`config.mk`:
```
export PLATFORM = sky130hd
export DESIGN_NAME = turn_scheduler
export DESIGN_NICKNAME = d
export VERILOG_FILES = /design/src/rtl/turn_scheduler.sv
export SDC_FILE = /design/constraint.sdc
export NUM_CORES = 1
export LEC_CHECK = 0
export CORE_UTILIZATION = 56
export DETAILED_ROUTE_END_ITERATION = 10
export PLACE_DENSITY = 0.94
export RECOVER_POWER = 50
export SYNTH_ARGS = -nofsm -noshare
export SYNTH_HDL_FRONTEND = slang
export SYNTH_SLANG_ARGS = --single-unit
```
`constraint.sdc`:
```
create_clock -name clk -period 6.2 [get_ports clk]
set_clock_uncertainty 0.15 [all_clocks]
set_input_delay 0.62 -clock clk [delete_from_list [all_inputs] [get_ports clk]]
set_output_delay 0.62 -clock clk [all_outputs]
set_load 0.05 [all_outputs]
```
`src/rtl/turn_scheduler.sv`:
```
// turn_scheduler: alternates cat/dog throw turns, launches the projectile, applies hits, declares the winner
// Optional aim-phase timeout is enabled by defining TURN_TIMEOUT_EN.
module turn_scheduler #(
   parameter int HP_INIT = 3,
   parameter int PAUSE_FRAMES = 30,
   parameter int TIMEOUT_FRAMES = 600
) (
   input  logic       clk,
   input  logic       rst_n,
   input  logic       start,
   input  logic       frame_tick,
   input  logic       cat_throw_complete,
   input  logic       dog_throw_complete,
   input  logic       proj_done,
   input  logic       proj_hit_cat,
   input  logic       proj_hit_dog,
   output logic       cat_turn_active,
   output logic       dog_turn_active,
   output logic       proj_launch,
   output logic       proj_owner,
   output logic [2:0] cat_hp,
   output logic [2:0] dog_hp,
   output logic [7:0] turn_count,
   output logic       game_over,
   output logic [1:0] winner,
   output logic [2:0] state_dbg
);
   localparam logic [2:0] IDLE = 3'd0, CAT_AIM = 3'd1, CAT_FLIGHT = 3'd2, DOG_AIM = 3'd3,
                          DOG_FLIGHT = 3'd4, PAUSE = 3'd5, GAME_OVER = 3'd6;
`ifdef TURN_TIMEOUT_EN
   localparam int CW = 10;
`else
   localparam int CW = 8;
`endif
   logic [2:0] state, nxt;
   logic [CW-1:0] frame_cnt;
   logic cat_q, dog_q, last_owner;
   logic cat_edge, dog_edge, pause_done, aim_timeout;
   logic cat_aim, dog_aim, restart, landed, timed_out;
   logic launch_d, owner_d, last_d;
   logic [2:0] cat_hp_d, dog_hp_d;
   logic [7:0] turn_d;
   logic [1:0] winner_d;
   assign state_dbg = state;
   assign cat_edge = cat_throw_complete & ~cat_q;
   assign dog_edge = dog_throw_complete & ~dog_q;
   assign cat_aim = state == CAT_AIM;
   assign dog_aim = state == DOG_AIM;
   assign pause_done = frame_tick && frame_cnt == CW'(PAUSE_FRAMES - 1);
`ifdef TURN_TIMEOUT_EN
   assign aim_timeout = frame_tick && frame_cnt == CW'(TIMEOUT_FRAMES - 1);
`else
   // timeout disabled: constant false, AIM states wait indefinitely
   assign aim_timeout = TIMEOUT_FRAMES < 0;
`endif
   // state register plus registered outputs derived from the next state
   always_ff @(posedge clk or negedge rst_n) begin
      if (!rst_n) begin
         state <= IDLE;
         cat_turn_active <= 1'b0;
         dog_turn_active <= 1'b0;
         game_over <= 1'b0;
         proj_launch <= 1'b0;
         proj_owner <= 1'b0;
         last_owner <= 1'b0;
         cat_hp <= 3'd0;
         dog_hp <= 3'd0;
         turn_count <= 8'd0;
         winner <= 2'b00;
      end else begin
         state <= nxt;
         cat_turn_active <= nxt == CAT_AIM;
         dog_turn_active <= nxt == DOG_AIM;
         game_over <= nxt == GAME_OVER;
         proj_launch <= launch_d;
         proj_owner <= owner_d;
         last_owner <= last_d;
         cat_hp <= cat_hp_d;
         dog_hp <= dog_hp_d;
         turn_count <= turn_d;
         winner <= winner_d;
      end
   end
   // throw edge detectors and frame counter that clears on every state entry
   always_ff @(posedge clk or negedge rst_n) begin
      if (!rst_n) begin
         cat_q <= 1'b0;
         dog_q <= 1'b0;
         frame_cnt <= '0;
      end else begin
         cat_q <= cat_throw_complete;
         dog_q <= dog_throw_complete;
         frame_cnt <= nxt != state ? '0 : frame_tick ? frame_cnt + CW'(1) : frame_cnt;
      end
   end
   // next-state logic; a throw edge beats a same-cycle timeout
   always_comb begin
      nxt = state;
      case (state)
         IDLE, GAME_OVER:        nxt = start ? CAT_AIM : state;
         CAT_AIM:                nxt = cat_edge ? CAT_FLIGHT : aim_timeout ? PAUSE : CAT_AIM;
         DOG_AIM:                nxt = dog_edge ? DOG_FLIGHT : aim_timeout ? PAUSE : DOG_AIM;
         CAT_FLIGHT, DOG_FLIGHT: nxt = proj_done ? PAUSE : state;
         PAUSE:                  nxt = !pause_done ? PAUSE :
                                       (cat_hp == 3'd0 || dog_hp == 3'd0) ? GAME_OVER :
                                       last_owner ? CAT_AIM : DOG_AIM;
         default:                nxt = IDLE;
      endcase
   end
   // datapath next values: launch, hits, turn counting, winner; a timed-out player counts as the last thrower
   always_comb begin
      restart = (state == IDLE || state == GAME_OVER) && start;
      landed = (state == CAT_FLIGHT || state == DOG_FLIGHT) && proj_done;
      timed_out = ((cat_aim && !cat_edge) || (dog_aim && !dog_edge)) && aim_timeout;
      launch_d = (cat_aim && cat_edge) || (dog_aim && dog_edge);
      owner_d = launch_d ? dog_aim : proj_owner;
      last_d = (cat_aim || dog_aim) && nxt != state ? dog_aim : last_owner;
      cat_hp_d = restart ? 3'(HP_INIT) : landed && proj_hit_cat && cat_hp != 3'd0 ? cat_hp - 3'd1 : cat_hp;
      dog_hp_d = restart ? 3'(HP_INIT) : landed && proj_hit_dog && dog_hp != 3'd0 ? dog_hp - 3'd1 : dog_hp;
      turn_d = restart ? 8'd0 : landed || timed_out ? turn_count + 8'd1 : turn_count;
      winner_d = restart ? 2'b00 : state == PAUSE && nxt == GAME_OVER ? {cat_hp == 3'd0, dog_hp == 3'd0} : winner;
   end
endmodule
```
==> run metrics <==
result of the run complete, but fails checks; violations in the final reports max-capacitance violations, max-slew violations; element type at the critical path end output port; met1 capacity usage during global routing 27.7%; Post-layout nets 221; final estimated routing congestion in global placement between 0.8 and 0.9; cell with the largest stage delay on the worst path sky130_fd_sc_hd__clkdlybuf4s50_1; Die Span X 58.8 microns; standard cell core area roughly 3100 sq um; number of cell rows 20; global route total overflow 0; number of clock sinks seen by CTS 35; minimum clock period after layout ~2600 ps; library cells used by synthesis 40; Crit path max-delay family buffers and inverters; highest ir drop seen on vdd ~0.23 mV; per-cell routed wire length roughly 14 microns; number of vias after detailed routing 1359; post-route total power 0.920 mW; number of levels in the clock H-tree 2; Global Route met3 Usage 6.81%; maximum root-to-sink buffer count 2; number of buffers and inverters on the critical path 1; Max Cap Violations 1; RSZ-0062 raised after global routing false; vias per cell approximately 5.4; post-CTS resize count 0; category of the worst setup path launch point flip-flop; Post-Synthesis Cells 170; synthesis-to-finish area growth 21.8%; largest net degree at the start of global routing 36; initial antenna violation count 0; fraction of layout cells with a size suffix above 1 under 10%; GRT Overall Usage 22.5%; cell-by-cell listing of the critical path clkdlybuf4s50_1; netlist area before placement 1800 sq um; number of buffers added for setup after CTS 0; reported leakage power 0.983 nW; Clk Tree Root Cell sky130_fd_sc_hd__clkbuf_4; Die Height between 50 and 60 microns; Critical Path Fanout Max 12; Hold Vio Cnt, Final 0; initial standard-cell utilization of the core about three fifths; # hold bufs at CTS 0; Final setup viols 0; required time at the worst-slack endpoint 5430 ps; Post-DP HPWL roughly 2.5 mm; first-pass GRT wire length 5.64 mm; number of nets still failing antenna checks after routing 0; Critical Setup Path Class reg2out; number of nets in the synthesized netlist 186; Seq/Total Area, Yosys 48.5%; clock slew seen by the registers of the worst setup and hold paths between 100 and 150 ps; clock tree from TritonCTS built; via count of the first global-routing pass 1275; number of synthesized register bits 35; fin crit share 41.3%; summed negative setup slack over all endpoints 0 ps; GR Util met2 a little over a third; number of detailed-routing iterations run before antenna repair 5; tightest slew margin relative to the limit -20.6%; GR peak layer met2; type of the tightest min-delay check reg2reg; Routed Wire Length 3.45 mm; Ant. Diodes 0; number of top-level design ports 33; average cell area after synthesis 10.6 sq um; clock latency at the later pin of the worst-skew pair 360 ps; Power per Cell Area roughly 420 nW/um^2; starting DRC count in detailed routing 54; maximum frequency from static timing analysis 0.391 GHz; pin slew with the least headroom to its limit 1810 ps; number of design rule violations left after detail routing 0; number of buffers added on ports 32; clock buffers created by TritonCTS 5; count of yosys warnings during synthesis 0; arrival time of the worst setup path 1790 ps; die area 3450 sq um; number of pins with negative max-slew slack in the final report 36; crit-path max cell delay 870 ps; Fillers 235
## cells by family (layout without fill, tap and decap cells)
kind of cell / count (synthesis) / after routing / share of synthesized area [%]
AO/OA/AOI/OAI: 23 / 23 / 9.64
XOR/XNOR: 15 / 15 / 7.28
adder cells (fa/ha/maj): 7 / 7 / 4.85
buffers and inverters: 15 / 51 / 5.48
flip-flops: 35 / 35 / 48.5
multiplexers: 1 / 1 / 0.555
AND/OR/NAND/NOR: 74 / 74 / 23.6
## cells in the mapped netlist, drive strengths merged
library cell	count	area [sq um]
dfrtp	35	876
nor2	28	105
inv	9	33.8
nand4	9	56.3
xor2	9	78.8
o21ai	8	40.0
ha	7	87.6
nand3	7	35.0
xnor2	6	52.6
nand2	5	18.8
a21oi	4	20.0
and3	4	27.5
nor3b	4	40.0
o31ai	4	30.0
and3b	3	28.8
clkbuf	3	41.3
nand3b	3	22.5
buf	2	18.8
nor2b	2	12.5
or2b	2	17.5
a2111oi	1	27.5
a211oi	1	7.51
a21o	1	7.51
a22o	1	8.76
a22oi	1	7.51
a32oi	1	8.76
and2b	1	8.76
clkinv	1	5.00
mux2i	1	10.0
nand2b	1	6.26
nand4b	1	8.76
nor4b	1	8.76
nor4bb	1	10.0
o41ai	1	16.3
or2	1	6.26
or4b	1	13.8
## final timing paths
check | startpoint | endpoint | slack (ps) | cells after the start
min reg2reg | proj_owner | proj_owner | 360 | 2
min | proj_owner | proj_owner | 360 | 2
min in group asynchronous | rst_n | turn_count[7] | 1130 | 2
max in group asynchronous | rst_n | dog_hp[1] | 3720 | 2
max | state_dbg[2] | state_dbg[2] | 3640 | 1
max reg2reg | state_dbg[2] | dog_hp[2] | 3690 | 5
## cells in the final DEF (no fill, tap or decap), drive strengths merged, types with 3 or more instances in the layout
master and instances:
dfrtp 35, clkdlybuf4s50 29, nor2 28, inv 9, nand4 9, xor2 9
o21ai 8, nand3 7, ha 7, xnor2 6, clkbuf 6, nand2 5
o31ai 4, a21oi 4, nor3b 4, and3 4, nand3b 3, dlygate4sd3 3
and3b 3, clkinv 3
## stage by stage
stage                     area [sq um]  utilization, %  hold WS, ps  cells  worst slack (ps)
after detailed placement          2130            69.7          354    242              3450
final                             2200            72.0          364    250              3640
after CTS                         2210            72.3          377    250              3620
after global placement            2130            69.7          337    242              3550
after floorplan                   1800               -          174    170              3830
after global routing              2200            72.0          424    250              3320
## power by group
group / switching, mW / internal, mW
Sequential: 0.0527 / 0.273
Clock: 0.0826 / 0.0848
Combinational: 0.281 / 0.145
Total: 0.416 / 0.504
## sequential cells by signal (all words and copies together) (netlist names), 2 cells and up
| register | flops |
|---|---|
| cat_hp | 3 |
| dog_hp | 3 |
| frame_cnt | 8 |
| state_dbg | 3 |
| turn_count | 8 |
| winner | 2 |
## final cells by class
cell class / count / area [sq um] / share of cell area [%]
inverters: 10 / 38.8 / 1.76
clock inverters: 3 / 43.8 / 1.99
repair buffers: 33 / 324 / 14.7
well taps: 44 / 55.1 / 2.50
flip-flops and latches: 35 / 876 / 39.8
multi-input cells: 120 / 823 / 37.5
clock buffers: 5 / 37.5 / 1.71
## per-layer routing
layer  wire length [microns]  vias up
li1                        -      661
met1                    1550      646
met2                    1660       44
met3                     160        8
met4                      77        0
met5                       0        -
Power figures use the tool's default switching activity.
